===== src/rtl/accumulator_pkg.sv =====
// Shared definitions for the accumulator bank: operation encoding and
// default geometry constants.
package accumulator_pkg;

    typedef enum logic [2:0] {
        OP_HOLD  = 3'b000,
        OP_LOAD  = 3'b001,
        OP_CLEAR = 3'b010,
        OP_SHL   = 3'b011,
        OP_SHR   = 3'b100,
        OP_ROL   = 3'b101,
        OP_ROR   = 3'b110,
        OP_INC   = 3'b111
    } acc_op_t;

    localparam int DEFAULT_WIDTH = 8;
    localparam int DEFAULT_DEPTH = 4;

endpackage


===== src/rtl/accumulator_bank_op_unit.sv =====
// Combinational datapath for one accumulator operation: given the current
// stored value it produces the value to write back and the resulting carry.
module acc_op_unit
    import accumulator_pkg::*;
#(
    parameter int WIDTH = DEFAULT_WIDTH
) (
    input  logic [2:0]       op,
    input  logic [WIDTH-1:0] cur_value,
    input  logic [WIDTH-1:0] bus_in,
    input  logic             serial_in,
    input  logic             carry_in,
    output logic [WIDTH-1:0] next_value,
    output logic             next_carry,
    output logic             write_en
);

    logic [WIDTH:0] inc_sum_s;

    // Increment with one extra bit so the wrap out of all-ones shows as carry.
    always_comb begin
        inc_sum_s = {1'b0, cur_value} + {{WIDTH{1'b0}}, 1'b1};
    end

    // Next value / carry selection; HOLD keeps everything and suppresses the write.
    always_comb begin
        next_value = cur_value;
        next_carry = carry_in;
        write_en   = 1'b1;
        case (acc_op_t'(op))
            OP_HOLD: begin
                write_en = 1'b0;
            end
            OP_LOAD: begin
                next_value = bus_in;
            end
            OP_CLEAR: begin
                next_value = {WIDTH{1'b0}};
                next_carry = 1'b0;
            end
            OP_SHL: begin
                next_value = {cur_value[WIDTH-2:0], serial_in};
                next_carry = cur_value[WIDTH-1];
            end
            OP_SHR: begin
                next_value = {serial_in, cur_value[WIDTH-1:1]};
                next_carry = cur_value[0];
            end
            OP_ROL: begin
                next_value = {cur_value[WIDTH-2:0], cur_value[WIDTH-1]};
                next_carry = cur_value[WIDTH-1];
            end
            OP_ROR: begin
                next_value = {cur_value[0], cur_value[WIDTH-1:1]};
                next_carry = cur_value[0];
            end
            OP_INC: begin
                next_value = inc_sum_s[WIDTH-1:0];
                next_carry = inc_sum_s[WIDTH];
            end
            default: begin
                next_value = cur_value;
                next_carry = carry_in;
                write_en   = 1'b0;
            end
        endcase
    end

endmodule


===== src/rtl/accumulator_bank.sv =====
// Bank of DEPTH accumulators sharing one operation unit and one set of
// status flags. The selected accumulator is read combinationally for the
// ALU and can be driven onto the W bus through a registered stage, which
// always presents the value from before any write in the same cycle.
module accumulator_bank
    import accumulator_pkg::*;
#(
    parameter int WIDTH = DEFAULT_WIDTH,
    parameter int DEPTH = DEFAULT_DEPTH,
    parameter int SELW  = $clog2(DEPTH)
) (
    input  logic             clock,
    input  logic             reset,
    input  logic [2:0]       op,
    input  logic [SELW-1:0]  sel,
    input  logic [WIDTH-1:0] bus_in,
    input  logic             serial_in,
    input  logic             output_to_bus,
    output logic [WIDTH-1:0] bus_out,
    output logic             bus_drive,
    output logic [WIDTH-1:0] ula_input,
    output logic             carry_flag,
    output logic             zero_flag,
    output logic             negative_flag
);

    logic [WIDTH-1:0] acc_r [DEPTH];
    logic [WIDTH-1:0] bus_out_r;
    logic             bus_drive_r;
    logic             carry_r;
    logic             zero_r;
    logic             negative_r;

    logic [WIDTH-1:0] cur_value_s;
    logic [WIDTH-1:0] next_value_s;
    logic             next_carry_s;
    logic             write_en_s;

    // Current value of the selected accumulator, no bypass of in-flight ops.
    always_comb begin
        cur_value_s = acc_r[sel];
    end

    acc_op_unit #(
        .WIDTH(WIDTH)
    ) u_op_unit (
        .op        (op),
        .cur_value (cur_value_s),
        .bus_in    (bus_in),
        .serial_in (serial_in),
        .carry_in  (carry_r),
        .next_value(next_value_s),
        .next_carry(next_carry_s),
        .write_en  (write_en_s)
    );

    // Accumulator storage: only the selected entry is written, reset clears all.
    always_ff @(posedge clock) begin
        if (reset) begin
            for (int i = 0; i < DEPTH; i++) begin
                acc_r[i] <= {WIDTH{1'b0}};
            end
        end else if (write_en_s) begin
            acc_r[sel] <= next_value_s;
        end else begin
            acc_r[sel] <= acc_r[sel];
        end
    end

    // Status flags reflect the value written by the last non-HOLD op.
    always_ff @(posedge clock) begin
        if (reset) begin
            carry_r    <= 1'b0;
            zero_r     <= 1'b1;
            negative_r <= 1'b0;
        end else if (write_en_s) begin
            carry_r    <= next_carry_s;
            zero_r     <= (next_value_s == {WIDTH{1'b0}});
            negative_r <= next_value_s[WIDTH-1];
        end else begin
            carry_r    <= carry_r;
            zero_r     <= zero_r;
            negative_r <= negative_r;
        end
    end

    // Registered bus drive stage; captures the pre-write value and zeros when idle.
    always_ff @(posedge clock) begin
        if (reset) begin
            bus_out_r   <= {WIDTH{1'b0}};
            bus_drive_r <= 1'b0;
        end else if (output_to_bus) begin
            bus_out_r   <= cur_value_s;
            bus_drive_r <= 1'b1;
        end else begin
            bus_out_r   <= {WIDTH{1'b0}};
            bus_drive_r <= 1'b0;
        end
    end

    // Output mapping.
    always_comb begin
        ula_input     = cur_value_s;
        bus_out       = bus_out_r;
        bus_drive     = bus_drive_r;
        carry_flag    = carry_r;
        zero_flag     = zero_r;
        negative_flag = negative_r;
    end

endmodule


===== config.mk =====
export PLATFORM = sky130hd
export DESIGN_NAME = accumulator_bank
export DESIGN_NICKNAME = d
export VERILOG_FILES = /design/src/rtl/accumulator_pkg.sv /design/src/rtl/accumulator_bank_op_unit.sv /design/src/rtl/accumulator_bank.sv
export SDC_FILE = /design/constraint.sdc
export NUM_CORES = 1
export LEC_CHECK = 0
export CAP_MARGIN = 15
export CORE_MARGIN = 1.5
export CORE_UTILIZATION = 30
export DETAILED_ROUTE_END_ITERATION = 8
export MAX_ROUTING_LAYER = met4
export SYNTH_ARGS = -nofsm -noshare
export SYNTH_HDL_FRONTEND = slang
export SYNTH_SLANG_ARGS = --single-unit

===== constraint.sdc =====
create_clock -name clock -period 2.85 [get_ports clock]
set_input_delay 0.285 -clock clock [delete_from_list [all_inputs] [get_ports clock]]
set_output_delay 0.285 -clock clock [all_outputs]
set_load 0.02 [all_outputs]

==> results of run 1 <==
-- synth_stat cells (2+ instances only) --
| library cell | number |
|---|---|
| sky130_fd_sc_hd__o211ai_1 | 3 |
| sky130_fd_sc_hd__mux4_1 | 3 |
| sky130_fd_sc_hd__mux4_2 | 5 |
| sky130_fd_sc_hd__nor2b_1 | 3 |
| sky130_fd_sc_hd__nand3_1 | 4 |
| sky130_fd_sc_hd__buf_2 | 3 |
| sky130_fd_sc_hd__a21boi_0 | 3 |
| sky130_fd_sc_hd__a21oi_1 | 9 |
| sky130_fd_sc_hd__and2_1 | 7 |
| sky130_fd_sc_hd__and3b_1 | 2 |
| sky130_fd_sc_hd__mux2i_1 | 2 |
| sky130_fd_sc_hd__inv_1 | 4 |
| sky130_fd_sc_hd__nand2b_1 | 9 |
| sky130_fd_sc_hd__a21o_1 | 4 |
| sky130_fd_sc_hd__buf_6 | 3 |
| sky130_fd_sc_hd__and3_1 | 2 |
| sky130_fd_sc_hd__nor3_1 | 4 |
| sky130_fd_sc_hd__dfxtp_1 | 12 |
| sky130_fd_sc_hd__a21bo_2 | 2 |
| sky130_fd_sc_hd__nor2_1 | 41 |
| sky130_fd_sc_hd__o21ai_0 | 8 |
| sky130_fd_sc_hd__or4_1 | 3 |
| sky130_fd_sc_hd__a22oi_1 | 8 |
| sky130_fd_sc_hd__o22ai_1 | 2 |
| sky130_fd_sc_hd__clkbuf_1 | 6 |
| sky130_fd_sc_hd__edfxtp_1 | 32 |
| sky130_fd_sc_hd__nand2_1 | 11 |
-- layer usage --
layer  GRT usage, %  wire [um]  up-vias
met4          5.688        113        0
met2          25.44       2843       55
met5              -          0        -
li1               -          -      904
met1          18.87       2638      906
met3          4.315        324        8
-- where the power goes --
group / switching (mW) / leakage (nW) / internal (mW)
Clock: 0.198 / 0.0552 / 0.260
Sequential: 0.0113 / 0.435 / 0.731
Combinational: 0.198 / 0.704 / 0.181
Total: 0.407 / 1.19 / 1.17
-- worst max path at each step --
stage | from | endpoint | slack (ns) | depth (start not counted)
floorplan | acc_r[1][1] | zero_flag | 0.06 | 7
finish | acc_r[1][0] | zero_flag | 0.15 | 7
global placement | sel[0] | zero_flag | -0.41 | 8
global route | acc_r[1][0] | zero_flag | 0.02 | 7
CTS | acc_r[1][0] | zero_flag | 0.11 | 7
detailed placement | sel[0] | zero_flag | -0.44 | 8
-- kinds of logic (layout without fill, tap and decap cells) --
| kind of cell | Yosys count | count (layout) |
|---|---|---|
| simple gates | 89 | 89 |
| xor+xnor | 1 | 1 |
| mux | 10 | 10 |
| flops | 44 | 44 |
| compound gates | 48 | 48 |
| fa+ha+maj | 1 | 1 |
| buf+inv | 17 | 84 |
-- area by class of cell --
| type | count | share of cell area [%] |
|---|---|---|
| Clock inverter | 2 | 1.142 |
| Sequential cell | 44 | 39.15 |
| Multi-Input combinational cell | 149 | 32.42 |
| Inverter | 5 | 0.6117 |
| Timing Repair Buffer | 71 | 20.27 |
| Tap cell | 99 | 4.038 |
| Clock buffer | 6 | 2.365 |
-- critical path: stages, from the launching register on --
cell,delay (ns)
sky130_fd_sc_hd__edfxtp_1,0.38
sky130_fd_sc_hd__mux4_2,0.49
sky130_fd_sc_hd__ha_1,0.30
sky130_fd_sc_hd__a222oi_1,0.22
sky130_fd_sc_hd__o21ai_1,0.13
sky130_fd_sc_hd__or4_4,0.50
sky130_fd_sc_hd__or4_4,0.43
sky130_fd_sc_hd__o31ai_2,0.17
-- state kept, by name (all words and copies together), names as in the netlist --
name           cells
bus_out            8
negative_flag      1
carry_flag         1
bus_drive          1
zero_flag          1
acc_r             32
-- timing repair --
item / 4_1_cts / 5_1_grt
endpoints found under the setup margin: 1 / 1
resized for setup: 2 / 2
pin swaps: 0 / 0
-- stage by stage --
stage	power [mW]	util [%]
floorplan	0.9568	-
global placement	1.131	40.56
detailed placement	1.132	40.56
CTS	1.590	41.97
global route	1.652	42.07
finish	1.579	42.07
==> impl_metrics.prom, run 1 <==
# TYPE chip_impl_metric gauge
chip_impl_metric{name="detail_route.drc_violations",unit=""} 0
chip_impl_metric{name="clock_skew",unit="ns"} 0.005844
chip_impl_info{name="post_synth_main_area_contributors",value="sky130_fd_sc_hd__edfxtp_1 42%, sky130_fd_sc_hd__dfxtp_1 11%, sky130_fd_sc_hd__nor2_1 6.7%, sky130_fd_sc_hd__mux4_2 4.9%, sky130_fd_sc_hd__mux4_1 3.5%"} 1
chip_impl_metric{name="syn_area_per_cell",unit="um^2"} 10.87
chip_impl_metric{name="finalSetupTns",unit="ns"} 0
chip_impl_metric{name="period_needed",unit="ns"} 2.701
chip_impl_metric{name="place.gp.congestion",unit=""} 0.9185
chip_impl_metric{name="drt.antenna.violating_nets",unit=""} 0
chip_impl_metric{name="dp.cells",unit=""} 368
chip_impl_metric{name="die_h",unit="um"} 90.22
chip_impl_metric{name="maximum_fanout_encountered_on_the_critical_timing_path",unit=""} 2
chip_impl_metric{name="slew-limit-headroom",unit="%"} 59.09
chip_impl_info{name="setup.worst_path.start_class",value="register"} 1
chip_impl_metric{name="final_report_hold_violation_count",unit=""} 0
chip_impl_metric{name="vdd.ir_drop.worst",unit="mV"} 0.2088
chip_impl_metric{name="io_pins",unit=""} 37
chip_impl_metric{name="dp_hpwl",unit="mm"} 4.497
chip_impl_metric{name="die_w",unit="um"} 90.22
chip_impl_metric{name="grt_max_degree",unit=""} 17
chip_impl_metric{name="final_min_period_over_clock_period",unit="%"} 94.76
chip_impl_metric{name="synthSimpleGateAreaFrac",unit="%"} 18.80
chip_impl_metric{name="grt_first_pass_wirelength",unit="mm"} 9.729
chip_impl_metric{name="detailedPlace.worstSlack",unit="ns"} -0.4388
chip_impl_metric{name="initial_core_util",unit="%"} 31.30
chip_impl_metric{name="dpl_cell_area",unit="um^2"} 2958
chip_impl_info{name="reg2reg_to",value="zero_flag"} 1
chip_impl_metric{name="post_synth_xor_area_fraction",unit="%"} 0.3838
chip_impl_info{name="rsz0062_at_grt",value="no"} 1
chip_impl_metric{name="core",unit="um^2"} 7292
chip_impl_info{name="synth_top_family_by_area",value="simple AND/OR/NAND/NOR gates"} 1
chip_impl_metric{name="layout-area-overhead-vs-synth",unit="%"} 34.43
chip_impl_metric{name="clock_insertion_delay_worst_skew",unit="ns"} 0.29
chip_impl_metric{name="htreeDepth",unit=""} 2
chip_impl_info{name="synth_area_leader_cell",value="sky130_fd_sc_hd__edfxtp_1"} 1
chip_impl_info{name="hold_path.startpoint",value="negative_flag"} 1
chip_impl_metric{name="synth-async-reset-ratio",unit="%"} 0
chip_impl_info{name="status",value="complete, no violations"} 1
chip_impl_info{name="synthFlopType",value="sky130_fd_sc_hd__edfxtp_1"} 1
chip_impl_metric{name="maxCapViolCount",unit=""} 0
chip_impl_metric{name="critPathRequiredTime",unit="ns"} 3.06
chip_impl_metric{name="yosysSeqAreaShare",unit="%"} 52.63
chip_impl_info{name="worst_r2r_startpoint",value="acc_r[1][0]"} 1
chip_impl_metric{name="initialDrtViolationCount",unit=""} 181
chip_impl_metric{name="finalSetupViolations",unit=""} 0
chip_impl_metric{name="post_route_cell_area",unit="um^2"} 3068
chip_impl_metric{name="synth_seq_cells",unit=""} 44
chip_impl_metric{name="postCtsSetupRepairBufs",unit=""} 0
chip_impl_info{name="timing.hold.worst.class",value="reg2reg"} 1
chip_impl_metric{name="synth_cell_type_count",unit=""} 42
chip_impl_info{name="timing_worst_setup_path_type",value="reg2reg"} 1
chip_impl_metric{name="grt_usage",unit="%"} 15.76
chip_impl_metric{name="design.final.nets",unit=""} 294
chip_impl_info{name="layout_common_cells",value="41 x sky130_fd_sc_hd__nor2_1, 35 x sky130_fd_sc_hd__clkdlybuf4s50_1, 35 x sky130_fd_sc_hd__buf_4, 32 x sky130_fd_sc_hd__edfxtp_1, 12 x sky130_fd_sc_hd__dfxtp_1"} 1
chip_impl_metric{name="whs",unit="ns"} 0.5050
chip_impl_metric{name="synth_edf_count",unit=""} 32
chip_impl_info{name="crit_path_end_kind",value="register"} 1
chip_impl_metric{name="portBuffers",unit=""} 36
chip_impl_metric{name="holdBufCountCts",unit=""} 0
chip_impl_info{name="worstHoldEndpoint",value="negative_flag"} 1
chip_impl_metric{name="reg2reg_setup_slack",unit="ns"} 0.15
chip_impl_metric{name="post_synth_fa_ha_maj_area_fraction",unit="%"} 0.5482
chip_impl_metric{name="multiInputGateArea",unit="um^2"} 994.7
chip_impl_metric{name="antenna_cells_inserted",unit=""} 0
chip_impl_metric{name="synthesis.area",unit="um^2"} 2282
chip_impl_metric{name="total_of_fill_cells_in_the_finished_design",unit=""} 739
chip_impl_metric{name="hold_depth",unit=""} 2
chip_impl_metric{name="grt_antenna_before_repair",unit=""} 0
chip_impl_metric{name="power_leakage",unit="nW"} 1.194
chip_impl_metric{name="ys.warnings.count",unit=""} 0
chip_impl_metric{name="seqCellArea",unit="um^2"} 1201
chip_impl_metric{name="final_layout_size_suffix_gt1_share",unit="%"} 19.13
chip_impl_metric{name="via_per_inst",unit=""} 4.981
chip_impl_metric{name="fin_ws",unit="ns"} 0.1493
chip_impl_metric{name="first_global_vias",unit=""} 1939
chip_impl_metric{name="clock.fmax",unit="MHz"} 370.3
chip_impl_metric{name="clock_sink_count",unit=""} 44
chip_impl_metric{name="finalNonFillerCells",unit=""} 376
chip_impl_metric{name="cts.reportedPaths.clkPinSlew",unit="ns"} 0.08
chip_impl_metric{name="wl_per_cell",unit="um"} 15.74
chip_impl_metric{name="pre_antenna_drt_iters",unit=""} 4
chip_impl_info{name="clockRootBuffer",value="sky130_fd_sc_hd__clkbuf_8"} 1
chip_impl_metric{name="max_slew.worst_pin.slew",unit="ns"} 0.6073
chip_impl_metric{name="post-synth-top-area-fraction",unit="%"} 42.11
chip_impl_metric{name="synth_nets",unit=""} 228
chip_impl_metric{name="synth_mux_area_share",unit="%"} 9.265
chip_impl_metric{name="worstPathArrival",unit="ns"} 2.91
chip_impl_metric{name="global_route.overflow_total",unit=""} 0
chip_impl_metric{name="synth_compound_gate_area_share",unit="%"} 14.42
chip_impl_info{name="cts_tree",value="yes"} 1
chip_impl_metric{name="floorplan.rows",unit=""} 31
chip_impl_metric{name="worst-r2r-cell-count",unit=""} 7
chip_impl_info{name="mostFrequentLayoutCell",value="sky130_fd_sc_hd__nor2_1"} 1
chip_impl_metric{name="report.final.slew_viol_count",unit=""} 0
chip_impl_metric{name="routed_via_count",unit=""} 1873
chip_impl_metric{name="floorplan.die_area",unit="um^2"} 8140
chip_impl_metric{name="syn_inst",unit=""} 210
chip_impl_metric{name="numCtsBuffers",unit=""} 5
chip_impl_metric{name="wirelength",unit="mm"} 5.919
chip_impl_metric{name="power_density",unit="nW/um^2"} 514.8
chip_impl_metric{name="cts_max_path_buffers",unit=""} 2
(Power assumes the default switching activity.)
==> run 2: changes to the inputs <==
Settings changed: CELL_PAD_IN_SITES_DETAIL_PLACEMENT set to 0, CELL_PAD_IN_SITES_GLOBAL_PLACEMENT set to 1, PLACE_DENSITY_LB_ADDON set to 0.1.
==> run 2 against run 1 <==
Critical endpoint unchanged. Combinational power up 3%. Via count up 2.2%. Global-route usage up 2.3 points. Clock skew up 0.0029 ns. Clock-buffer cell count up 1. Maximum frequency up 0.21%. Non-clock buffer count up 6. Critical path depth unchanged. Largest cell class unchanged. Critical path type unchanged. Sequential share of layout area down 0.58 points. Register-to-register slack about the same.
==> impl_metrics.prom, run 2 (same netlist as run 1, synthesis figures left out) <==
# TYPE chip_impl_metric gauge
chip_impl_metric{name="dpl_cell_area",unit="um^2"} 3003
chip_impl_info{name="setup.worst_path.start_class",value="register"} 1
chip_impl_info{name="worst_r2r_startpoint",value="acc_r[2][0]"} 1
chip_impl_info{name="startpoint",value="acc_r[2][0]"} 1
chip_impl_metric{name="grt_usage",unit="%"} 18.02
chip_impl_metric{name="die_h",unit="um"} 90.22
chip_impl_metric{name="routed_via_count",unit=""} 1915
chip_impl_metric{name="slew-limit-headroom",unit="%"} 62.08
chip_impl_metric{name="report.final.slew_viol_count",unit=""} 0
chip_impl_metric{name="via_per_inst",unit=""} 5.013
chip_impl_metric{name="postCtsSetupRepairBufs",unit=""} 0
chip_impl_metric{name="finalSetupViolations",unit=""} 0
chip_impl_info{name="hold_path.startpoint",value="negative_flag"} 1
chip_impl_metric{name="antenna_cells_inserted",unit=""} 0
chip_impl_metric{name="detail_route.drc_violations",unit=""} 0
chip_impl_metric{name="cts_max_path_buffers",unit=""} 2
chip_impl_info{name="layout_common_cells",value="41 x sky130_fd_sc_hd__nor2_1, 41 x sky130_fd_sc_hd__buf_4, 35 x sky130_fd_sc_hd__clkdlybuf4s50_1, 32 x sky130_fd_sc_hd__edfxtp_1, 12 x sky130_fd_sc_hd__dfxtp_1"} 1
chip_impl_metric{name="period_needed",unit="ns"} 2.695
chip_impl_metric{name="final_min_period_over_clock_period",unit="%"} 94.56
chip_impl_metric{name="clock_sink_count",unit=""} 44
chip_impl_metric{name="grt_antenna_before_repair",unit=""} 0
chip_impl_info{name="timing_worst_setup_path_type",value="reg2reg"} 1
chip_impl_metric{name="cts.reportedPaths.clkPinSlew",unit="ns"} 0.09
chip_impl_metric{name="final_layout_size_suffix_gt1_share",unit="%"} 20.49
chip_impl_metric{name="drt.antenna.violating_nets",unit=""} 0
chip_impl_metric{name="total_power",unit="mW"} 1.608
chip_impl_metric{name="initialDrtViolationCount",unit=""} 84
chip_impl_metric{name="floorplan.die_area",unit="um^2"} 8140
chip_impl_metric{name="die_w",unit="um"} 90.22
chip_impl_metric{name="grt_max_degree",unit=""} 15
chip_impl_metric{name="portBuffers",unit=""} 36
chip_impl_metric{name="worstPathArrival",unit="ns"} 2.92
chip_impl_metric{name="critPathRequiredTime",unit="ns"} 3.07
chip_impl_metric{name="htreeDepth",unit=""} 2
chip_impl_metric{name="post_route_cell_area",unit="um^2"} 3114
chip_impl_metric{name="final_report_hold_violation_count",unit=""} 0
chip_impl_metric{name="power_density",unit="nW/um^2"} 516.2
chip_impl_info{name="max_flop_register",value="acc_r"} 1
chip_impl_metric{name="wirelength",unit="mm"} 6.813
chip_impl_metric{name="place.gp.congestion",unit=""} 0.8703
chip_impl_metric{name="max_slew.worst_pin.slew",unit="ns"} 0.5644
chip_impl_metric{name="maximum_fanout_encountered_on_the_critical_timing_path",unit=""} 2
chip_impl_info{name="rsz0062_at_grt",value="no"} 1
chip_impl_metric{name="dp.cells",unit=""} 374
chip_impl_info{name="clockRootBuffer",value="sky130_fd_sc_hd__clkbuf_8"} 1
chip_impl_metric{name="holdBufCountCts",unit=""} 0
chip_impl_metric{name="power_leakage",unit="nW"} 1.222
chip_impl_metric{name="clock.fmax",unit="MHz"} 371.1
chip_impl_metric{name="core",unit="um^2"} 7292
chip_impl_metric{name="numCtsBuffers",unit=""} 5
chip_impl_metric{name="whs",unit="ns"} 0.5006
chip_impl_metric{name="layout-area-overhead-vs-synth",unit="%"} 36.46
chip_impl_metric{name="wl_per_cell",unit="um"} 17.84
chip_impl_info{name="status",value="complete, no violations"} 1
chip_impl_metric{name="pre_antenna_drt_iters",unit=""} 6
chip_impl_metric{name="dp_hpwl",unit="mm"} 5.188
chip_impl_info{name="cts_tree",value="yes"} 1
chip_impl_info{name="timing.hold.worst.class",value="reg2reg"} 1
chip_impl_metric{name="finalNonFillerCells",unit=""} 382
chip_impl_info{name="crit_path_end_kind",value="register"} 1
chip_impl_metric{name="vdd.ir_drop.worst",unit="mV"} 0.2624
chip_impl_metric{name="global_route.overflow_total",unit=""} 0
chip_impl_metric{name="maxCapViolCount",unit=""} 0
chip_impl_metric{name="floorplan.rows",unit=""} 31
chip_impl_metric{name="design.final.nets",unit=""} 300
chip_impl_metric{name="grt_first_pass_wirelength",unit="mm"} 10.70
chip_impl_metric{name="first_global_vias",unit=""} 1902
chip_impl_metric{name="clock_skew",unit="ns"} 0.008755
chip_impl_metric{name="largest_register_ff_count",unit=""} 32
chip_impl_metric{name="initial_core_util",unit="%"} 31.30
chip_impl_metric{name="clock_insertion_delay_worst_skew",unit="ns"} 0.30
chip_impl_metric{name="io_pins",unit=""} 37
==> run 2: cell count changes in the layout (fill, tap and decap cells not counted), sizes merged <==
| cell | delta |
|---|---|
| buf | +6 |
| clkbuf | +1 |
| bufinv | -1 |
==> run 2: power breakdown <==
group	internal [mW]	total [mW]	switching [mW]	leakage, nW
sequential	0.731	0.743	0.0113	0.435
combinational	0.183	0.391	0.208	0.728
clock	0.252	0.474	0.223	0.0596
==> run 2: metrics by stage <==
stage / setup TNS [ns] / util (%) / setup WS [ns]
6_report: 0 / 42.71 / 0.1551
4_1_cts: 0 / 42.71 / 0.1294
3_3_place_gp: -2.270 / 41.18 / -0.3849
5_1_grt: 0 / 42.71 / 0.01691
2_1_floorplan: 0 / - / 0.05653
3_5_place_dp: -2.417 / 41.18 / -0.4120
==> run 2: metal layers <==
metal  vias up  routed length (um)  track usage, %
li1        917                   -               -
met1       936                3183           23.39
met2        46                3214           28.16
met3        16                 232           3.130
met4         0                 182           6.878
met5         -                   0               -
==> run 2: what timing repair did <==
item | in CTS | in global routing
pin swaps | 0 | 1
setup endpoints to repair | 1 | 1
gates resized for setup | 2 | 0
==> run 2: path summary, 6_finish.rpt <==
| path | cells past startpoint | slack [ns] | endpoint |
|---|---|---|---|
| worst max-delay path | 7 | 0.16 | zero_flag |
| worst min-delay path | 2 | 0.50 | negative_flag |
| worst max register to register | 7 | 0.16 | zero_flag |
| worst min register to register | 2 | 0.50 | negative_flag |
==> run 2: final cells by class <==
class	count	area [um^2]
Clock buffer	7	107.6
Clock inverter	1	8.758
Fill cell	751	4178
Inverter	5	18.77
Multi-Input combinational cell	149	987.2
Sequential cell	44	1201
Tap cell	99	123.9
Timing Repair Buffer	77	666.9
==> run 2: critical path, cell delays in order (launching register included) <==
cell and delay, ns:
sky130_fd_sc_hd__edfxtp_1 0.38, sky130_fd_sc_hd__mux4_2 0.49, sky130_fd_sc_hd__ha_1 0.31, sky130_fd_sc_hd__a222oi_1 0.21
sky130_fd_sc_hd__o21ai_1 0.13, sky130_fd_sc_hd__or4_1 0.47, sky130_fd_sc_hd__or4_1 0.44, sky130_fd_sc_hd__o31ai_2 0.18
==> run 3: changes to the inputs <==
Settings changed: CORE_ASPECT_RATIO set to 0.5, CORE_UTILIZATION 30 to 38.
==> run 3 against run 2 <==
Setup slack lost 0.036 ns. First-iteration DRC count grew 32%. Die area shrank 20%. Via count shrank 2.2%. Clock skew shrank 0.0012 ns. Core utilization grew 13 points. Sequential power is essentially flat. Power grew 16%. Non-clock buffer count shrank 5. Global-route usage grew 3.5 points. Critical path depth is the same. Hold slack lost 0.017 ns.
==> impl_metrics.prom, run 3 (same netlist as run 1, synthesis figures left out) <==
# TYPE chip_impl_metric gauge
chip_impl_metric{name="pwr-share-comb",unit="%"} 20.6
chip_impl_metric{name="worst_path_largest_cell_delay",unit="ns"} 0.54
chip_impl_metric{name="htreeDepth",unit=""} 2
chip_impl_metric{name="power_switching_share",unit="%"} 24.13
chip_impl_metric{name="cts.reportedPaths.clkPinSlew",unit="ns"} 0.06
chip_impl_metric{name="power_leakage",unit="nW"} 1.229
chip_impl_metric{name="die_h",unit="um"} 57.80
chip_impl_metric{name="total_power",unit="mW"} 1.858
chip_impl_metric{name="seqCellArea",unit="um^2"} 1201
chip_impl_metric{name="io_pins",unit=""} 37
chip_impl_info{name="crit_path_top_delay_cell",value="sky130_fd_sc_hd__mux4_2"} 1
chip_impl_metric{name="holdBufCountCts",unit=""} 0
chip_impl_info{name="status",value="complete, no violations"} 1
chip_impl_metric{name="final_core_util",unit="%"} 55.54
chip_impl_metric{name="vdd.ir_drop.worst",unit="mV"} 0.4072
chip_impl_metric{name="first_global_vias",unit=""} 1874
chip_impl_metric{name="number_of_buffer_and_inverter_stages_on_the_critical_path",unit=""} 1
chip_impl_metric{name="seqPwrFrac",unit="%"} 40.1
chip_impl_metric{name="detail_route.drc_violations",unit=""} 0
chip_impl_metric{name="wirelength",unit="mm"} 6.231
chip_impl_metric{name="largest_register_ff_count",unit=""} 32
chip_impl_metric{name="design.final.nets",unit=""} 295
chip_impl_metric{name="portBuffers",unit=""} 36
chip_impl_metric{name="worstPathArrival",unit="ns"} 2.95
chip_impl_metric{name="final_layout_size_suffix_gt1_share",unit="%"} 19.13
chip_impl_metric{name="core",unit="um^2"} 5634
chip_impl_metric{name="slew-limit-headroom",unit="%"} 62.53
chip_impl_metric{name="power_density",unit="nW/um^2"} 593.9
chip_impl_metric{name="global_route.overflow_total",unit=""} 0
chip_impl_metric{name="grt_usage",unit="%"} 21.50
chip_impl_metric{name="routed_via_count",unit=""} 1873
chip_impl_metric{name="grt_use_met1",unit="%"} 29.16
chip_impl_info{name="timing_worst_setup_path_type",value="reg2reg"} 1
chip_impl_metric{name="die_w",unit="um"} 112.6
chip_impl_metric{name="clock_sink_count",unit=""} 44
chip_impl_metric{name="layout-area-overhead-vs-synth",unit="%"} 37.12
chip_impl_info{name="chain_of_cells_forming_the_critical_path",value="mux4_2 -> buf_6 -> a222oi_1 -> o21ai_1 -> or4_1 -> or4_1 -> o31ai_2"} 1
chip_impl_metric{name="clock_skew",unit="ns"} 0.007536
chip_impl_metric{name="max_slew.worst_pin.slew",unit="ns"} 0.5561
chip_impl_info{name="setup.worst_path.start_class",value="register"} 1
chip_impl_info{name="timing.hold.worst.class",value="reg2reg"} 1
chip_impl_info{name="mostFrequentLayoutCell",value="sky130_fd_sc_hd__nor2_1"} 1
chip_impl_metric{name="grt_first_pass_wirelength",unit="mm"} 9.887
chip_impl_metric{name="p_clk_share",unit="%"} 39.3
chip_impl_metric{name="place.gp.congestion",unit=""} 0.8384
chip_impl_metric{name="finalSetupTns",unit="ns"} 0
chip_impl_info{name="cts_tree",value="yes"} 1
chip_impl_metric{name="maximum_fanout_encountered_on_the_critical_timing_path",unit=""} 10
chip_impl_metric{name="initialDrtViolationCount",unit=""} 111
chip_impl_metric{name="grt_max_degree",unit=""} 15
chip_impl_metric{name="pre_antenna_drt_iters",unit=""} 5
chip_impl_metric{name="total_of_fill_cells_in_the_finished_design",unit=""} 511
chip_impl_metric{name="clock_insertion_delay_worst_skew",unit="ns"} 0.29
chip_impl_metric{name="final_report_hold_violation_count",unit=""} 0
chip_impl_info{name="globalRoute.busiestLayer",value="met2"} 1
chip_impl_metric{name="cts_max_path_buffers",unit=""} 2
chip_impl_metric{name="report.final.slew_viol_count",unit=""} 0
chip_impl_info{name="worst_path_most_repeated_cell",value="sky130_fd_sc_hd__or4_1"} 1
chip_impl_metric{name="period_needed",unit="ns"} 2.731
chip_impl_metric{name="critPathRequiredTime",unit="ns"} 3.06
chip_impl_metric{name="numCtsBuffers",unit=""} 5
chip_impl_metric{name="floorplan.rows",unit=""} 19
chip_impl_metric{name="power_report.internal_total",unit="mW"} 1.410
chip_impl_metric{name="finalNonFillerCells",unit=""} 350
chip_impl_info{name="critical_path.top_delay_family",value="simple AND/OR/NAND/NOR gates"} 1
chip_impl_metric{name="grt_util_met3",unit="%"} 5.753
chip_impl_metric{name="drt.antenna.violating_nets",unit=""} 0
chip_impl_metric{name="via_per_inst",unit=""} 5.351
chip_impl_metric{name="antenna_cells_inserted",unit=""} 0
chip_impl_metric{name="wl_per_cell",unit="um"} 17.80
chip_impl_info{name="rsz0062_at_grt",value="no"} 1
chip_impl_info{name="layout_common_cells",value="41 x sky130_fd_sc_hd__nor2_1, 35 x sky130_fd_sc_hd__clkdlybuf4s50_1, 35 x sky130_fd_sc_hd__buf_4, 32 x sky130_fd_sc_hd__edfxtp_1, 12 x sky130_fd_sc_hd__dfxtp_1"} 1
chip_impl_metric{name="grt_antenna_before_repair",unit=""} 0
chip_impl_metric{name="initial_core_util",unit="%"} 40.51
chip_impl_metric{name="power.net_switching",unit="mW"} 0.4484
chip_impl_metric{name="floorplan.die_area",unit="um^2"} 6508
chip_impl_metric{name="dp.cells",unit=""} 343
chip_impl_metric{name="final_min_period_over_clock_period",unit="%"} 95.83
chip_impl_metric{name="multiInputGateArea",unit="um^2"} 999.7
chip_impl_metric{name="finalSetupViolations",unit=""} 0
chip_impl_metric{name="dp_hpwl",unit="mm"} 4.638
chip_impl_info{name="crit_path_end_kind",value="register"} 1
chip_impl_metric{name="grt_use_met2",unit="%"} 31.27
chip_impl_metric{name="clock.fmax",unit="MHz"} 366.1
chip_impl_info{name="clockRootBuffer",value="sky130_fd_sc_hd__clkbuf_16"} 1
chip_impl_metric{name="maxCapViolCount",unit=""} 0
chip_impl_info{name="max_flop_register",value="acc_r"} 1
## run 3: cell types whose count changed in the layout (fill, tap and decap cells not counted)
cell / before / now
sky130_fd_sc_hd__ha_1: 1 / 0
sky130_fd_sc_hd__clkinv_4: 1 / 0
sky130_fd_sc_hd__clkbuf_16: 1 / 5
sky130_fd_sc_hd__bufinv_16: 0 / 2
sky130_fd_sc_hd__clkbuf_8: 6 / 0
sky130_fd_sc_hd__ha_4: 0 / 1
sky130_fd_sc_hd__buf_4: 41 / 35
sky130_fd_sc_hd__buf_6: 0 / 1
## run 3: power by group through the flow
stage          sequential [mW]  combinational (mW)  clock [mW]
3_5_place_dp             0.759               0.376           0
3_3_place_gp             0.756               0.373           0
4_1_cts                  0.745               0.378       0.747
2_1_floorplan            0.765               0.192           0
5_1_grt                  0.749               0.413       0.769
6_report                 0.745               0.382       0.731
## run 3: per-stage QoR
step | worst slack (ns) | hold WS (ns) | area, um^2
floorplan | 0.05653 | 0.4734 | 2282
global placement | -0.3592 | 0.4830 | 2933
detailed placement | -0.4470 | 0.4719 | 2933
CTS | 0.07140 | 0.4860 | 3113
global route | 0.02451 | 0.5111 | 3129
finish | 0.1187 | 0.4838 | 3129
## run 3: layout make-up
type	count	area share, %
multi-input combinational	149	31.95
inverter	5	0.5998
clock buffer	5	3.998
clock inverter	2	1.919
timing repair buffer	72	20.23
sequential	44	38.38
tap	73	2.919
## run 3: layer usage
metal  vias up  part of all wire [%]
met5         -                     0
met4         0                   1.1
met3         7                   7.2
met2        61                    44
met1       895                    48
li1        910                     -
## run 3: worst paths after layout
path | endpoint | slack (ns) | cells after the start | start
setup / recovery | zero_flag | 0.12 | 7 | acc_r[3][0]
hold / removal | zero_flag | 0.48 | 2 | zero_flag
hold reg to reg | zero_flag | 0.48 | 2 | zero_flag
setup reg to reg | zero_flag | 0.12 | 7 | acc_r[3][0]
## run 3: worst min-delay path, cell delays in order, from the launching register on
cell and delay (ns):
sky130_fd_sc_hd__dfxtp_1 0.33, sky130_fd_sc_hd__a21oi_1 0.07, sky130_fd_sc_hd__o31ai_2 0.05
## run 3: what timing repair did
item / in CTS / in global routing
setup endpoints to repair: 1 / 1
resized for setup: 2 / 2
pin swaps: 0 / 1
buffers inserted: 0 / 0
